## src/rtl/nx_mem_typePKG_v2.sv

```systemverilog
// Shared memory-client constants: only the client-id width lives here.
package nx_mem_typePKG_v2;
  localparam int unsigned CLIENT_ID_W = 1;
endpackage

```

## src/rtl/nx_rr_arb2.sv

```systemverilog
// 2-way round-robin arbiter; the last-grant pointer moves only when upd_i says
// the grant was actually consumed.
module nx_rr_arb2
  import nx_mem_typePKG_v2::*;
(
  input  logic                   clk,
  input  logic                   rst_n,
  input  logic [1:0]             req_i,
  input  logic                   upd_i,
  output logic [1:0]             gnt_o,
  output logic [CLIENT_ID_W-1:0] gnt_id_o
);

  logic last_q, last_d;

  always_comb begin
    gnt_id_o = '0;
    gnt_o    = 2'b00;
    unique case (req_i)
      2'b01:   gnt_id_o = 1'b0;
      2'b10:   gnt_id_o = 1'b1;
      2'b11:   gnt_id_o = ~last_q;
      default: gnt_id_o = 1'b0;
    endcase
    if (|req_i) gnt_o = gnt_id_o[0] ? 2'b10 : 2'b01;
    last_d = upd_i ? gnt_id_o[0] : last_q;
  end

  // Pointer resets to client 1 so client 0 wins the first contested grant
  always_ff @(posedge clk or negedge rst_n) begin
    if (!rst_n) last_q <= 1'b1;
    else        last_q <= last_d;
  end

endmodule

```

## src/rtl/nx_ram_1r1w_hw_sched.sv

```systemverilog
// Schedules two read clients and two write clients onto the hw port of a 1R1W
// indirect-access RAM wrapper, yielding to software after long hw bursts.
module nx_ram_1r1w_hw_sched
  import nx_mem_typePKG_v2::*;
#(
  parameter  int N_DATA_BITS   = 32,
  parameter  int N_ENTRIES     = 1024,
  parameter  int TOTAL_LATENCY = 1,
  parameter  int MAX_HOLD      = 16,
  localparam int AW            = $clog2(N_ENTRIES),
  localparam int NCL           = 1 << CLIENT_ID_W
)(
  input  logic                       clk,
  input  logic                       rst_n,
  input  logic [NCL-1:0]             rd_vld,
  input  logic [NCL*AW-1:0]          rd_addr,
  output logic [NCL-1:0]             rd_rdy,
  input  logic [NCL-1:0]             wr_vld,
  input  logic [NCL*AW-1:0]          wr_addr,
  input  logic [NCL*N_DATA_BITS-1:0] wr_dat,
  output logic [NCL-1:0]             wr_rdy,
  output logic                       rsp_vld,
  output logic [CLIENT_ID_W-1:0]     rsp_id,
  output logic [N_DATA_BITS-1:0]     rsp_dat,
  output logic                       hw_cs,
  output logic                       hw_re,
  output logic                       hw_we,
  output logic [AW-1:0]              hw_raddr,
  output logic [AW-1:0]              hw_waddr,
  output logic [N_DATA_BITS-1:0]     hw_din,
  input  logic [N_DATA_BITS-1:0]     hw_dout,
  input  logic                       hw_yield
);

  logic [NCL-1:0]         rd_gnt, wr_gnt;
  logic [CLIENT_ID_W-1:0] rd_id, wr_id;
  logic [AW-1:0]          rd_win_addr, wr_win_addr;
  logic [N_DATA_BITS-1:0] wr_win_dat;
  logic                   hazard, yield_now, rd_go, wr_go;
  logic [7:0]             hold_q, hold_d;

  logic                   vld_p_q [TOTAL_LATENCY];
  logic [CLIENT_ID_W-1:0] id_p_q  [TOTAL_LATENCY];

  nx_rr_arb2 u_rd_arb (
    .clk      (clk),
    .rst_n    (rst_n),
    .req_i    (rd_vld),
    .upd_i    (rd_go),
    .gnt_o    (rd_gnt),
    .gnt_id_o (rd_id)
  );

  nx_rr_arb2 u_wr_arb (
    .clk      (clk),
    .rst_n    (rst_n),
    .req_i    (wr_vld),
    .upd_i    (wr_go),
    .gnt_o    (wr_gnt),
    .gnt_id_o (wr_id)
  );

  always_comb begin
    rd_win_addr = rd_id[0] ? rd_addr[2*AW-1:AW] : rd_addr[AW-1:0];
    wr_win_addr = wr_id[0] ? wr_addr[2*AW-1:AW] : wr_addr[AW-1:0];
    wr_win_dat  = wr_id[0] ? wr_dat[2*N_DATA_BITS-1:N_DATA_BITS]
                           : wr_dat[N_DATA_BITS-1:0];

    // Write wins a same-address collision so the deferred read sees new data
    hazard    = (|rd_vld) & (|wr_vld) & (rd_win_addr == wr_win_addr);
    yield_now = (hold_q >= 8'(MAX_HOLD)) & hw_yield;

    rd_go = rst_n & (|rd_vld) & ~hazard & ~yield_now;
    wr_go = rst_n & (|wr_vld) & ~yield_now;

    rd_rdy   = rd_go ? rd_gnt : '0;
    wr_rdy   = wr_go ? wr_gnt : '0;
    hw_re    = rd_go;
    hw_we    = wr_go;
    hw_cs    = rd_go | wr_go;
    hw_raddr = rd_go ? rd_win_addr : '0;
    hw_waddr = wr_go ? wr_win_addr : '0;
    hw_din   = wr_go ? wr_win_dat  : '0;

    if (!hw_cs)               hold_d = 8'd0;
    else if (hold_q == 8'hFF) hold_d = hold_q;
    else                      hold_d = hold_q + 8'd1;
  end

  always_ff @(posedge clk or negedge rst_n) begin
    if (!rst_n) hold_q <= 8'd0;
    else        hold_q <= hold_d;
  end

  // Response pipe: stage 0 captures the read transfer, last stage lines up
  // with hw_dout from the wrapper
  always_ff @(posedge clk or negedge rst_n) begin
    if (!rst_n) begin
      for (int i = 0; i < TOTAL_LATENCY; i++) begin
        vld_p_q[i] <= 1'b0;
        id_p_q[i]  <= '0;
      end
    end else begin
      vld_p_q[0] <= rd_go;
      id_p_q[0]  <= rd_id;
      for (int i = 1; i < TOTAL_LATENCY; i++) begin
        vld_p_q[i] <= vld_p_q[i-1];
        id_p_q[i]  <= id_p_q[i-1];
      end
    end
  end

  assign rsp_vld = vld_p_q[TOTAL_LATENCY-1];
  assign rsp_id  = id_p_q[TOTAL_LATENCY-1];
  assign rsp_dat = hw_dout;

endmodule

```

## config.mk

```make
export PLATFORM = sky130hd
export DESIGN_NAME = nx_ram_1r1w_hw_sched
export DESIGN_NICKNAME = d
export VERILOG_FILES = /design/src/rtl/nx_mem_typePKG_v2.sv /design/src/rtl/nx_rr_arb2.sv /design/src/rtl/nx_ram_1r1w_hw_sched.sv
export SDC_FILE = /design/constraint.sdc
export NUM_CORES = 1
export LEC_CHECK = 0
export CAP_MARGIN = 30
export CORE_AREA = 2 2 92 94
export CTS_CLUSTER_SIZE = 8
export DETAILED_ROUTE_END_ITERATION = 8
export DIE_AREA = 0 0 94 96
export PLACE_DENSITY = 0.73
export SLEW_MARGIN = 20
export SYNTH_ARGS = -nofsm -noshare
export SYNTH_HDL_FRONTEND = slang
export SYNTH_SLANG_ARGS = --single-unit
```

## constraint.sdc

```tcl
create_clock -name clk -period 6.99 [get_ports clk]
set_input_delay 1.0485 -clock clk [delete_from_list [all_inputs] [get_ports clk]]
set_output_delay 1.0485 -clock clk [all_outputs]
set_load 0.02 [all_outputs]
```

==> results of run 1 <==
area by class of cell:
type | instances | share of cell area, %
Inverter | 7 | 0.780
Sequential cell | 12 | 8.99
Multi-Input combinational cell | 197 | 33.3
Timing Repair Buffer | 174 | 51.7
Tap cell | 105 | 3.90
Clock buffer | 4 | 1.34
metal layers:
layer / global-route usage [%] / up-vias
met3: 3.05 / 6
met1: 14.5 / 961
met2: 26.6 / 120
li1: - / 1094
met4: 3.14 / 0
met5: 0 / -
stage by stage:
| stage | hold slack [ns] | instances | area (sq um) | setup slack [ns] | utilization [%] |
|---|---|---|---|---|---|
| final | 0.535 | 499 | 3370 | 1.50 | 41.8 |
| after global routing | 0.555 | 499 | 3370 | 1.16 | 41.8 |
| after CTS | 0.537 | 499 | 3370 | 1.38 | 41.8 |
| after detailed placement | 0.529 | 495 | 3320 | 1.38 | 41.3 |
| after global placement | 0.505 | 494 | 3310 | 1.43 | 41.1 |
| after floorplan | 0.484 | 263 | 1750 | 3.16 | - |
state kept, by name (all words and copies together), names as in the netlist:
register and count:
u_rd_arb.last_q 1, rsp_vld 1, hold_q 8, rsp_id 1
u_wr_arb.last_q 1
cell usage in the layout (no fill, tap or decap), types with 2 or more instances in the layout:
cell,count
clkbuf_8,3
nor2_1,31
and3_1,2
a21boi_4,2
nand2_1,70
nand4_1,2
clkdlybuf4s50_1,171
inv_1,7
nand3_1,4
buf_4,2
mux2i_1,19
a21oi_1,35
xor2_1,4
xnor2_1,10
ha_1,2
dfrtp_1,10
dfstp_2,2
worst max path at each step:
stage	start	to	slack, ns	depth (start not counted)
final	wr_vld[0]	hw_re	1.50	8
after global routing	wr_vld[0]	hw_re	1.16	8
after CTS	wr_vld[0]	hw_re	1.38	8
after detailed placement	wr_vld[0]	hw_re	1.38	8
after global placement	wr_vld[0]	hw_re	1.43	8
after floorplan	rd_vld[1]	hw_re	3.16	8
cell families (layout without fill, tap and decap cells):
family / count (synthesis) / count (layout) / synth area share [%]
compound gates: 47 / 47 / 17.0
flops: 12 / 12 / 17.3
mux: 20 / 20 / 11.7
fa+ha+maj: 2 / 2 / 1.43
buf+inv: 54 / 185 / 19.5
simple gates: 114 / 114 / 26.1
xor+xnor: 14 / 14 / 6.99
worst register-to-register path: stages, from the launching register on:
cell      delay, ns
dfstp_2        0.39
a21boi_4       0.62
mux2i_1        0.35
xnor2_1        0.15
nand4_1        0.16
o41ai_4        0.83
mux2_4         0.36
power by group:
group          total (uW)  internal, uW  switching [uW]
Clock                64.7          40.1            24.5
Combinational         250           135             115
Sequential           85.9          78.4            7.47
Total                 400           253             147
==> flow_summary.yaml, run 1 <==
status:
  status: "complete, no violations"
layout:
  layout.nets: 540
  n_fill_cell: 797
  regArea_sq_um: 303
  insertedDiodeCount: 0
  drive_gt1_share_pct: 3.05
  multiInputGateArea_sq_um: 1120
  syn_to_final_growth_pct: 92.0
critical_path:
  crit_path_cell_trace: "clkdlybuf4s50_1, a21boi_4, mux2i_1, xnor2_1, nand4_1, o41ai_4, inv_1, clkdlybuf4s50_1"
  timing.rr.start: "u_wr_arb.last_q$_DFFE_PN1P_"
  r2r-end: "u_rd_arb.last_q$_DFFE_PN1P_"
  path_delay_family: "compound AO/OA/AOI/OAI gates"
  crit_type: "in2out"
  cp.required_ns: 5.94
  path_buf_inv: 3
  r2r_setup_slack_ns: 4.07
  end_kind: "output port"
  crit_top_cell: "clkdlybuf4s50_1"
  crit_arrival_ns: 4.44
  crit_slowest_cell: "o41ai_4"
  path_max_fanout: 23
  startpoint_type: "input pin"
  reg2reg_depth: 6
  slowest_delay_ns: 0.83
cts:
  cts.path.max_buffers: 2
  htree_num_levels: 1
  insertion_delay_ns: 0.24
  cts.reportedPaths.clkPinSlew_ns: 0.05
  cts_resized: 0
  tritoncts: "built"
  cts_buffers: 3
  cts.sinks: 12
  post_cts_buffers: 0
  root_buffer: "clkbuf_8"
  hold_buffers: 0
die:
  fp.dieW_um: 94
  dieArea_sq_um: 9020
  core_sq_um: 8050
  fp-row-count: 33
  start_util_pct: 21.8
  ios: 236
  die_h_um: 96
timing:
  rsz0062_at_grt: "no"
  max_freq_mhz: 182
  tns_ns: 0
  hold_violations: 0
  drv_slew: 0
  clock_skew_ns: 0.00184
  setup_viol: 0
  period_needed_ns: 5.49
  fin_crit_sh_pct: 78.6
  tightestPinTransition_ns: 0.821
  slew-limit-headroom_pct: 45.1
drt:
  wirelength_mm: 6.71
  ant_nets: 0
  met3RoutedLength_um: 555
  viasPerCell: 4.37
  wl_met2_mm: 3.60
  wl_per_cell_um: 13.4
  drt-met1-wl_mm: 2.52
  highest_layer: "met4"
  via_count: 2181
  drcViolationCount: 0
  drt-initial-drc-count: 54
  first_pass_iters: 4
yosys:
  seq_area_frac_synth_pct: 17.3
  avgSynthCellArea_sq_um: 6.67
  synthFlopType: "dfrtp_1"
  syn_inst: 263
  synthTopCellsByCount: "nand2_1 (70), a21oi_1 (35), buf_4 (35)"
  ys_types: 35
  synth_area_leaders: "buf_4 (15%), nand2_1 (15%), dfrtp_1 (14%)"
  async_reset_ff_share_pct: 100
  ys_ff_latch: 12
  synth_top_area_share_pct: 15.0
  synth_edf_count: 0
  yosys_warnings: 0
  synth_top_area_cell: "buf_4"
  synth_fp_nets: 408
  synth_most_common_cell: "nand2_1"
  netlist_area_sq_um: 1750
global_route:
  grt_start_max_net_pins: 46
  grt_pass1_wl_mm: 9.82
  antenna_found_initial: 0
  gr-usage-all-layers_pct: 13.5
  grt-ovfl-total: 0
  grt_pass1_vias: 2190
placed_design:
  portBuffers: 171
  dp.final_hpwl_mm: 5.47
  gp_congestion: 0.735
worst_hold_path:
  whs_path_depth: 1
  holdCritStartpoint: "hold_q[2]$_DFFE_PN0P_"
  holdPathEnd: "hold_q[2]$_DFFE_PN0P_"
  hp-class: "reg2reg"
power_and_ir_drop:
  ir_drop_mv: 0.0530
  p_per_area_nw_per_um2: 119
  p_leak_uw: 0.00136
  finalPower_uw: 400
job:
  cap_viol_max_count: 0
Power figures use the tool's default switching activity.
==> run 2, diff against run 1 <==
CORE_AREA = default   (was 2 2 92 94)
CORE_MARGIN = 2   (was default)
CORE_UTILIZATION = 23   (was default)
DIE_AREA = default   (was 0 0 94 96)
PLACE_DENSITY = 0.79   (was 0.73)
clock period = 5 ns   (was 6.99 ns; I/O delays follow)
==> flow_summary.yaml, run 2 (synthesis gave the netlist of run 1 again) <==
drt:
  via_count: 2245
  viasPerCell: 4.53
  drcViolationCount: 0
  wirelength_mm: 6.81
  wl_per_cell_um: 13.7
  drt-initial-drc-count: 103
  first_pass_iters: 4
  ant_nets: 0
cts:
  insertion_delay_ns: 0.24
  hold_buffers: 0
  cts.path.max_buffers: 2
  root_buffer: "clkbuf_8"
  tritoncts: "built"
  cts.reportedPaths.clkPinSlew_ns: 0.05
  htree_num_levels: 1
  cts_buffers: 3
  post_cts_buffers: 0
  cts.sinks: 12
  cts_resized: 0
timing:
  fin_crit_sh_pct: 92.4
  slew-limit-headroom_pct: 57.5
  clock_skew_ns: 0.00582
  max_freq_mhz: 216
  hold_violations: 0
  setup_viol: 0
  period_needed_ns: 4.62
  tightestPinTransition_ns: 0.635
  rsz0062_at_grt: "no"
  drv_slew: 0
  tns_ns: 0
layout:
  fin_area_sq_um: 3380
  insertedDiodeCount: 0
  drive_gt1_share_pct: 3.78
  layout_commonest_cell: "clkdlybuf4s50_1"
  layout_common_cells: "clkdlybuf4s50_1 (171), nand2_1 (70), a21oi_1 (35), nor2_1 (31), mux2i_1 (19)"
  largest_register_ffs: 8
  layout.nets: 543
  finalNonFillerCells: 496
  syn_to_final_growth_pct: 92.4
  top_register: "hold_q"
die:
  fp.dieW_um: 91.3
  fp-row-count: 31
  dieArea_sq_um: 8340
  die_h_um: 91.3
  core_sq_um: 7330
  start_util_pct: 23.9
  ios: 236
global_route:
  grt_pass1_vias: 2395
  gr-usage-all-layers_pct: 16.0
  antenna_found_initial: 0
  grt-ovfl-total: 0
  grt_start_max_net_pins: 46
  grt_pass1_wl_mm: 11.0
critical_path:
  path_max_fanout: 10
  crit_slowest_cell: "clkdlybuf4s50_1"
  cp.required_ns: 4.25
  crit_type: "in2out"
  end_kind: "output port"
  slowest_delay_ns: 0.55
  startpoint_type: "input pin"
  crit_top_cell: "clkdlybuf4s50_1"
  crit_arrival_ns: 3.87
  crit_path_cell_trace: "clkdlybuf4s50_1, a21boi_4, mux2i_1, xor2_1, a32oi_1, o41ai_4, buf_4, nor2_1, clkdlybuf4s50_1"
placed_design:
  placed_cells: 492
  dp.final_hpwl_mm: 5.58
  portBuffers: 171
  postPlaceCellArea_sq_um: 3330
  gp_congestion: 0.742
worst_hold_path:
  hp-class: "reg2reg"
power_and_ir_drop:
  p_leak_uw: 0.00138
  p_per_area_nw_per_um2: 166
  ir_drop_mv: 0.0900
job:
  cap_viol_max_count: 0
status:
  status: "complete, no violations"
run 2: cell count changes in the layout (fill, tap and decap cells not counted):
cell,before,now
buf_8,1,0
buf_4,2,6
run 2: critical path: cells and delay by family:
family / cells / cell delay [ns]
buf+inv: 3 / 1.31
compound gates: 3 / 1.01
mux: 1 / 0.45
xor+xnor: 1 / 0.27
simple gates: 1 / 0.06
run 2: through the flow:
step	setup WS, ns	hold slack (ns)	total power [uW]	utilization, %
3_3_place_gp	0.322	0.508	469	45.4
2_1_floorplan	1.77	0.454	324	-
5_1_grt	0.185	0.568	602	46.0
4_1_cts	0.287	0.540	569	46.0
6_report	0.380	0.542	561	46.0
3_5_place_dp	0.296	0.531	474	45.4
run 2: worst paths after layout:
check / start / endpoint / slack (ns) / depth (start not counted)
max reg2reg: u_rd_arb.last_q$_DFFE_PN1P_ / u_rd_arb.last_q$_DFFE_PN1P_ / 2.51 / 6
min in group asynchronous: rst_n / hold_q[4]$_DFFE_PN0P_ / 0.90 / 1
max: rd_vld[1] / hw_raddr[3] / 0.38 / 9
min: hold_q[2]$_DFFE_PN0P_ / hold_q[2]$_DFFE_PN0P_ / 0.54 / 1
max in group asynchronous: rst_n / hold_q[1]$_DFFE_PN0P_ / 3.68 / 1
min reg2reg: hold_q[2]$_DFFE_PN0P_ / hold_q[2]$_DFFE_PN0P_ / 0.54 / 1
run 2: final cells by class:
class	instances	area [sq um]
multi-input combinational	197	1120
tap	99	124
sequential	12	303
fill	694	3960
inverter	7	26.3
timing repair buffer	177	1760
clock buffer	4	45.0
run 2: per-layer routing:
| metal | up-vias | GRT usage [%] | part of all wire [%] | wire, um |
|---|---|---|---|---|
| li1 | 1099 | - | - | - |
| met1 | 994 | 16.0 | 36 | 2480 |
| met2 | 130 | 30.9 | 53 | 3590 |
| met3 | 22 | 5.06 | 8.6 | 583 |
| met4 | 0 | 5.18 | 2.2 | 152 |
| met5 | - | 0 | 0 | 0 |
run 2: report_power, final:
group | leakage (uW) | switching (uW) | internal (uW) | total, uW
registers | 0.000154 | 10.1 | 110 | 120
logic | 0.00120 | 160 | 189 | 350
clock network | 0.0000228 | 35.5 | 56.1 | 91.6
